[src/rtl/regfile_pkg.sv]
// Shared definitions for the parameterised register file:
// default geometry and the clear-controller state encoding.
package regfile_pkg;

    localparam int DATA_W_DEF = 16;
    localparam int NREGS_DEF  = 16;

    localparam logic [0:0] IDLE  = 1'b0;
    localparam logic [0:0] CLEAR = 1'b1;

endpackage

[src/rtl/regfile_clear_ctrl.sv]
// Sequential clear controller: walks every index once, one per cycle,
// issuing a zero-write strobe while busy.
module regfile_clear_ctrl
    import regfile_pkg::*;
#(
    parameter int NREGS  = NREGS_DEF,
    parameter int ADDR_W = $clog2(NREGS)
) (
    input  logic              clk,
    input  logic              rst,
    input  logic              clr_req,
    output logic              busy,
    output logic              clr_we,
    output logic [ADDR_W-1:0] clr_idx
);

    localparam logic [ADDR_W-1:0] LAST = ADDR_W'(NREGS - 1);

    logic [0:0]        state;
    logic [ADDR_W-1:0] idx;

    always_ff @(posedge clk) begin
        if (!rst) begin
            state <= IDLE;
            idx   <= '0;
        end else begin
            unique case (state)
                IDLE: begin
                    if (clr_req) begin
                        state <= CLEAR;
                        idx   <= '0;
                    end
                end
                CLEAR: begin
                    // clr_req is deliberately ignored here
                    idx <= idx + ADDR_W'(1);
                    if (idx == LAST) begin
                        state <= IDLE;
                        idx   <= '0;
                    end
                end
                default: begin
                    state <= IDLE;
                    idx   <= '0;
                end
            endcase
        end
    end

    assign busy    = (state == CLEAR);
    assign clr_we  = busy;
    assign clr_idx = idx;

endmodule

[src/rtl/param_regfile.sv]
// Two-read / two-write register file with registered reads, optional
// write-to-read forwarding and a sequential hardware clear.
module param_regfile
    import regfile_pkg::*;
#(
    parameter int DATA_W = DATA_W_DEF,
    parameter int NREGS  = NREGS_DEF,
    parameter int ADDR_W = $clog2(NREGS),
    parameter int BYPASS = 1
) (
    input  logic              clk,
    input  logic              rst,
    input  logic [ADDR_W-1:0] rd_addr1,
    input  logic [ADDR_W-1:0] rd_addr2,
    output logic [DATA_W-1:0] rd_data1,
    output logic [DATA_W-1:0] rd_data2,
    input  logic              wr_en1,
    input  logic              wr_en2,
    input  logic [ADDR_W-1:0] wr_addr1,
    input  logic [ADDR_W-1:0] wr_addr2,
    input  logic [DATA_W-1:0] wr_data1,
    input  logic [DATA_W-1:0] wr_data2,
    input  logic              clr_req,
    output logic              busy,
    output logic [DATA_W-1:0] r_last
);

    localparam logic [ADDR_W-1:0] LAST = ADDR_W'(NREGS - 1);

    logic [DATA_W-1:0] mem [NREGS];
    logic              clr_we;
    logic [ADDR_W-1:0] clr_idx;
    logic              we1;
    logic              we2;
    logic [DATA_W-1:0] nxt1;
    logic [DATA_W-1:0] nxt2;
    logic [DATA_W-1:0] nxt_last;

    regfile_clear_ctrl #(
        .NREGS  (NREGS),
        .ADDR_W (ADDR_W)
    ) u_clr (
        .clk     (clk),
        .rst     (rst),
        .clr_req (clr_req),
        .busy    (busy),
        .clr_we  (clr_we),
        .clr_idx (clr_idx)
    );

    assign we1 = wr_en1 && !busy;
    assign we2 = wr_en2 && !busy;

    // Later checks take precedence: port 2 beats port 1, clear beats both.
    function automatic logic [DATA_W-1:0] rd_sel(input logic [ADDR_W-1:0] a);
        logic [DATA_W-1:0] v;
        v = mem[a];
        if (BYPASS != 0) begin
            if (we1 && a == wr_addr1) v = wr_data1;
            if (we2 && a == wr_addr2) v = wr_data2;
            if (clr_we && a == clr_idx) v = '0;
        end
        return v;
    endfunction

    always_comb begin
        nxt1     = rd_sel(rd_addr1);
        nxt2     = rd_sel(rd_addr2);
        nxt_last = rd_sel(LAST);
    end

    always_ff @(posedge clk) begin
        if (!rst) begin
            for (int i = 0; i < NREGS; i++) mem[i] <= '0;
            rd_data1 <= '0;
            rd_data2 <= '0;
            r_last   <= '0;
        end else begin
            if (clr_we) mem[clr_idx] <= '0;
            if (we1) mem[wr_addr1] <= wr_data1;
            if (we2) mem[wr_addr2] <= wr_data2;
            rd_data1 <= nxt1;
            rd_data2 <= nxt2;
            r_last   <= nxt_last;
        end
    end

endmodule
[config.mk]
export PLATFORM = sky130hd
export DESIGN_NAME = param_regfile
export DESIGN_NICKNAME = d
export VERILOG_FILES = /design/src/rtl/regfile_pkg.sv /design/src/rtl/regfile_clear_ctrl.sv /design/src/rtl/param_regfile.sv
export SDC_FILE = /design/constraint.sdc
export NUM_CORES = 1
export LEC_CHECK = 0
export CAP_MARGIN = 25
export CORE_MARGIN = 10
export CORE_UTILIZATION = 30
export DETAILED_ROUTE_END_ITERATION = 10
export PLACE_DENSITY = 0.46
export SYNTH_ARGS = -nofsm -noshare
export SYNTH_HDL_FRONTEND = slang
export SYNTH_SLANG_ARGS = --single-unit
[constraint.sdc]
create_clock -name clk -period 4.64 [get_ports clk]
set_input_delay 0.928 -clock clk [delete_from_list [all_inputs] [get_ports clk]]
set_output_delay 0.928 -clock clk [all_outputs]
set_load 0.02 [all_outputs]
==> out/results.txt, run 1 <==
crit share post-route: 0.784
measured slew at the worst slew-check pin: 1100 ps
CP max stage cell: nand3b_1
# IOs: 102
fmax: 0.275 GHz
DIE HEIGHT: 261 µm
Cell Count, Final, Fillers Out: 2276
Post-CTS Setup Bufs: 0
Fin. Hold Viols: 0
aggregate global routing overflow: 0
WP data required: 4980 ps
CP Capture Type: flop
num rows: 88
Final Core Density: 0.354
overall power: 6.94 mW
Slew Limit Fails: 0
CP peak stage delay: 700 ps
initial antenna violation count: 1
routed vias: 12854
first-pass GRT wire length: 91.1 mm
IO Port Bufs: 101
HP Class: reg2reg
vias in the first global route: 12947
CTS Buf Count: 37
# setup viols final: 0
detailed-route wire length per cell: 27.2 µm
clock sinks: 309
Layout area overhead: 17.1%
Post-Syn Instances: 1441
core area: 57600 µm²
Worst slew margin: 0.266
fraction of layout cells with a size suffix above 1: 0.213
worst path cell trace: clkdlybuf4s50_1 -> and3b_2 -> mux2i_1 -> nor2_1 -> nand3b_1 -> o21ai_0
hold-fix buffers at CTS: 0
Pwr Density: 341 nW/µm²
Die X: 261 µm
Residual DRC: 0
Initial Utilization: 0.302
first-pass iteration count of the detailed router: 7
ANT nets after route: 0
insertion delay to the later sink of the worst-skew pair: 540 ps
Synth cell types: 56
crit path DAT: 3980 ps
die area: 68000 µm²
cts repair resizes: 0
status: complete, no violations
critical path type: in2reg
Reg clk slew, reported paths: 60 ps
Nets: 1541
Placed Cells: 2210
Vias/cell: 5.65
Worst setup SP type: input port
Max Clock Skew: 14.8 ps
CTS tree: built
clock buffer depth: 3
P_leak: 6.64 nW
Yosys Warn Count: 0
Initial DRC Count: 1358
Mapped Nets: 1495
Synth Flop Type: edfxtp_1
min Tclk post-route: 3640 ps
WL final: 62.0 mm
largest net degree at the start of global routing: 38
worst vdd ir: 233 µV
number of enable flip-flop cells after synthesis: 256
syn avg cell area: 12.1 µm²
root buf cell: clkbuf_16
H-tree Lvls: 2
CP max FO: 16
final setup TNS: 0 ps
ant diodes: 0
GP Congestion: 0.844
cell area after synthesis: 17400 µm²
Seq/Total Area, Yosys: 0.503
Max Cap Viol: 0
overall routing resource usage: 0.180
dpl hpwl: 43.7 mm
unrepaired setup endpoints after global routing: no
FF+latch count, synth: 309
asr flop ratio synth: 0
cell type report:
| cell class | count | area, µm² |
|---|---|---|
| clock buffer | 49 | 991 |
| clock inverter | 14 | 120 |
| fill | 5554 | 37200 |
| inverter | 32 | 120 |
| multi-input combinational | 945 | 7890 |
| sequential | 309 | 8750 |
| tap | 765 | 957 |
| timing repair buffer | 162 | 1550 |
cell families after synthesis:
| logic type | count (synthesis) | synth area share |
|---|---|---|
| compound gates | 324 | 0.115 |
| xor+xnor | 20 | 0.0105 |
| fa+ha+maj | 1 | 0.000719 |
| buf+inv | 187 | 0.0452 |
| flops | 309 | 0.503 |
| mux | 183 | 0.223 |
| simple gates | 417 | 0.102 |
cell usage in the layout (no fill, tap or decap), types with 5 or more instances in the layout:
cell	netlist	layout
nor3_1	21	19
a32o_1	16	16
a211oi_1	16	16
nand2b_1	8	8
inv_1	32	32
edfxtp_1	256	256
nand3b_1	11	11
clkinv_2	0	5
a21oi_1	7	7
nor3_2	5	7
clkdlybuf4s50_1	0	97
clkinv_1	0	5
o21ai_0	226	226
nor2_1	60	60
mux4_2	160	160
nand3_1	8	8
o221ai_1	23	21
a211o_1	9	9
clkbuf_1	99	10
mux2_2	17	17
o221ai_2	7	9
nand2_1	279	279
dfxtp_1	53	53
buf_4	4	59
clkbuf_16	0	38
xor2_1	9	9
xnor2_1	10	10
o211ai_1	5	5
per-stage QoR:
step | hold slack, ps | setup slack [ps] | instance area (µm²)
after floorplan | 579 | 1640 | 17400
after CTS | 653 | 1040 | 20300
after global routing | 699 | 838 | 20400
after global placement | 627 | 626 | 19200
final | 649 | 1000 | 20400
after detailed placement | 636 | 495 | 19200
sequential cells by signal (all words and copies together) (netlist names):
name and count:
mem 256, r_last 16, rd_data1 16, rd_data2 16, u_clr.clr_idx 4, u_clr.busy 1
cell usage after synthesis, types with 3 or more instances:
master / instances / share of area
xor2_1: 9 / 0.0045
o221ai_2: 7 / 0.0060
nand3_1: 8 / 0.0023
mux2_2: 17 / 0.011
or3_1: 4 / 0.0014
nor3_1: 21 / 0.0060
nor2_1: 60 / 0.013
nand3b_1: 11 / 0.0047
o211ai_2: 3 / 0.0022
a311o_1: 3 / 0.0017
a211oi_1: 16 / 0.0069
o21ai_0: 226 / 0.065
a32o_1: 16 / 0.0092
clkbuf_1: 99 / 0.021
nand2b_1: 8 / 0.0029
buf_4: 4 / 0.0017
o211ai_1: 5 / 0.0022
inv_1: 32 / 0.0069
nor3b_1: 3 / 0.0013
o21ai_1: 3 / 0.00086
mux4_2: 160 / 0.21
nor2_2: 3 / 0.0011
buf_2: 25 / 0.0072
buf_1: 23 / 0.0050
a21oi_1: 7 / 0.0020
a211o_1: 9 / 0.0045
nor3_2: 5 / 0.0029
nand4_1: 3 / 0.0011
nand2_1: 279 / 0.060
o221ai_1: 23 / 0.012
dfxtp_1: 53 / 0.061
xnor2_1: 10 / 0.0050
mux2i_1: 3 / 0.0017
edfxtp_1: 256 / 0.44
power breakdown:
group	switching [mW]	total, mW	internal [mW]	leakage, nW
Combinational	0.533	0.932	0.399	3.00
Clock	1.19	2.80	1.61	0.542
Sequential	0.0749	3.21	3.14	3.10
Total	1.80	6.94	5.14	6.64
worst max-delay path: cells and delay by family:
| family | cells | cell delay, ps |
|---|---|---|
| AND/OR/NAND/NOR | 3 | 1840 |
| buffers and inverters | 1 | 560 |
| AO/OA/AOI/OAI | 1 | 390 |
| multiplexers | 1 | 240 |
per-layer routing:
layer	global-route usage	routed length, µm	up-vias	part of all wire
li1	-	-	5574	-
met1	0.244	26400	6637	0.43
met2	0.291	29200	563	0.47
met3	0.0333	5170	80	0.083
met4	0.0447	1210	0	0.020
met5	0	0	-	0
worst paths after layout:
kind              startpoint         to  slack [ps]  cells after the start
setup / recovery      wr_en1  mem[7][7]        1000                      6
hold reg to reg   mem[15][8]  r_last[8]         650                      2
hold / removal    mem[15][8]  r_last[8]         650                      2
setup reg to reg  u_clr.busy  mem[7][7]        1240                      5
(Power assumes the default switching activity.)
==> run 2: changes to the inputs <==
--- a/config.mk
+++ b/config.mk
@@ -9,7 +9,7 @@
 export CORE_MARGIN = 10
 export CORE_UTILIZATION = 30
 export DETAILED_ROUTE_END_ITERATION = 10
-export PLACE_DENSITY = 0.46
+export PLACE_DENSITY = 0.47
 export SYNTH_ARGS = -nofsm -noshare
 export SYNTH_HDL_FRONTEND = slang
 export SYNTH_SLANG_ARGS = --single-unit
==> constraint.sdc (replaced) <==
create_clock -name clk -period 3.1 [get_ports clk]
set_input_delay 0.62 -clock clk [delete_from_list [all_inputs] [get_ports clk]]
set_output_delay 0.62 -clock clk [all_outputs]
set_load 0.02 [all_outputs]
==> out/results.txt, run 2 (synthesis gave the netlist of run 1 again) <==
status: complete, no violations
Clk pwr share: 0.383 (-0.020)
first-pass GRT wire length: 89.3 mm (-2.0%)
clock buffer depth: 3 (unchanged)
min Tclk post-route: 2650 ps
max reg flops: 256 (unchanged)
Layout area overhead: 21.8%
CP peak stage delay: 660 ps (-40 ps)
met1 WL: 25.7 mm (-2.7%)
overall routing resource usage: 0.174 (-0.00562)
Nets: 1603 (+4.0%)
root buf cell: clkbuf_16
P_leak: 7.07 nW (+6.4%)
worst path cell trace: clkdlybuf4s50_1 -> and3b_2 -> mux2i_1 -> nor2_1 -> nand3b_1 -> buf_12 -> o21ai_0
# IOs: 102 (unchanged)
Final Core Density: 0.368 (+0.0141)
insertion delay to the later sink of the worst-skew pair: 530 ps (about the same)
DIE HEIGHT: 261 µm (unchanged)
most frequent cells in the layout: nand2_1 (279), edfxtp_1 (256), o21ai_0 (226)
met3 WL: 5.18 mm (+0.31%)
core area: 57600 µm² (unchanged)
Initial DRC Count: 1166 (-14%)
Int Pwr: 7.57 mW (+47%)
CP max stage cell: nor2_1
num rows: 88 (unchanged)
combinational share of power: 0.147 (+0.013)
Final WS setup: 450 ps (-553 ps)
die area: 68000 µm² (unchanged)
Worst setup SP type: input port
Vias/cell: 5.52 (-2.2%)
net switching power of the design: 2.61 mW (+45%)
most common cell after layout, fill and taps aside: nand2_1
CP max FO: 16 (unchanged)
GP Congestion: 0.883 (+4.6%)
Worst slew margin: 0.431 (+0.165)
Hold Worst Slack: 628 ps (-21.1 ps)
Reg with most FFs: mem
fraction of layout cells with a size suffix above 1: 0.245 (+0.0318)
Fin. Hold Viols: 0 (unchanged)
Post-Place Setup Slack: -10.6 ps (-505 ps)
Max Clock Skew: 10.8 ps (-3.98 ps)
CTS tree: built
detailed-route wire length per cell: 25.6 µm (-6.1%)
first-pass iteration count of the detailed router: 6 (-1)
clock sinks: 309 (unchanged)
# setup viols final: 0 (unchanged)
Slew Limit Fails: 0 (unchanged)
Crit path buffers/inverters: 2 (+1)
Sw Share: 0.256 (-0.00251)
Initial Utilization: 0.302 (unchanged)
measured slew at the worst slew-check pin: 850 ps (-247 ps)
Pwr Density: 481 nW/µm² (+41%)
IO Port Bufs: 101 (unchanged)
dpl hpwl: 44.3 mm (+1.3%)
WL final: 59.8 mm (-3.6%)
Max Cap Viol: 0 (unchanged)
overall power: 10.2 mW (+47%)
crit path DAT: 3010 ps (-970 ps)
ant diodes: 0 (unchanged)
Die X: 261 µm (unchanged)
H-tree Lvls: 2 (unchanged)
Seq pwr share: 0.471 (+0.008)
initial antenna violation count: 2 (+1)
critical path type: in2reg
Post-CTS Setup Bufs: 0 (unchanged)
CP Capture Type: flop
Residual DRC: 0 (unchanged)
worst vdd ir: 369 µV (+58%)
vias in the first global route: 12822 (-0.97%)
cts repair resizes: 0 (unchanged)
largest net degree at the start of global routing: 35 (-7.9%)
WP data required: 3460 ps (-1520 ps)
HP Class: reg2reg
Top Layer Used: met5
cell family with most CP delay: simple AND/OR/NAND/NOR gates
hold-fix buffers at CTS: 0 (unchanged)
fmax: 0.377 GHz
CTS Buf Count: 35 (-5.4%)
aggregate global routing overflow: 0 (unchanged)
routed vias: 12904 (+0.39%)
crit share post-route: 0.855
ANT nets after route: 0 (unchanged)
Reg clk slew, reported paths: 60 ps (about the same)
met2 wire len: 28.0 mm (-4.1%)
unrepaired setup endpoints after global routing: no
## run 2: changes by cell type in the layout (fill, tap and decap cells not counted)
cell,previous run,this run
clkbuf_16,38,37
clkbuf_8,2,1
bufinv_16,2,0
buf_8,1,0
buf_4,59,89
inv_6,1,0
clkinvlp_4,1,0
clkinv_2,5,9
clkinv_1,5,4
clkbuf_1,10,9
buf_12,2,40
buf_16,2,0
## run 2: final timing paths
path	start	endpoint	slack, ps	cells past startpoint
setup reg to reg	u_clr.busy	mem[7][11]	580	6
setup / recovery	rst	mem[7][11]	450	7
hold reg to reg	u_clr.busy	u_clr.clr_idx[1]	630	2
hold / removal	u_clr.busy	u_clr.clr_idx[1]	630	2
## run 2: layout make-up
| cell class | instances | area [µm²] |
|---|---|---|
| clock buffers | 47 | 973 |
| clock inverters | 13 | 60.1 |
| fillers | 5496 | 36400 |
| inverters | 32 | 120 |
| multi-input cells | 945 | 7890 |
| flip-flops and latches | 309 | 8750 |
| well taps | 765 | 957 |
| repair buffers | 226 | 2440 |
## run 2: through the flow
stage | area, µm² | TNS, ps | std cells
final | 21200 | 0 | 2337
after global routing | 21200 | 0 | 2337
after CTS | 21200 | 0 | 2337
after detailed placement | 20200 | -21.9 | 2277
after global placement | 20200 | 0 | 2277
after floorplan | 17400 | 0 | 1441
## run 2: worst min-delay path: cells and delay by family, from the launching register on
kind             cells  cell delay, ps
AO/OA/AOI/OAI        1             160
flip-flops           1             380
AND/OR/NAND/NOR      1              50
## run 2: power by group through the flow
stage	registers (mW)	clock network, mW	logic [mW]
global route	4.81	4.14	1.58
CTS	4.80	4.00	1.50
detailed placement	4.88	0	1.49
finish	4.79	3.90	1.49
floorplan	4.90	0	0.788
global placement	4.87	0	1.48
## run 2: routing by layer
layer	up-vias	GRT usage
li1	5706	-
met1	6567	0.239
met2	562	0.282
met3	67	0.0346
met4	2	0.0331
met5	-	0
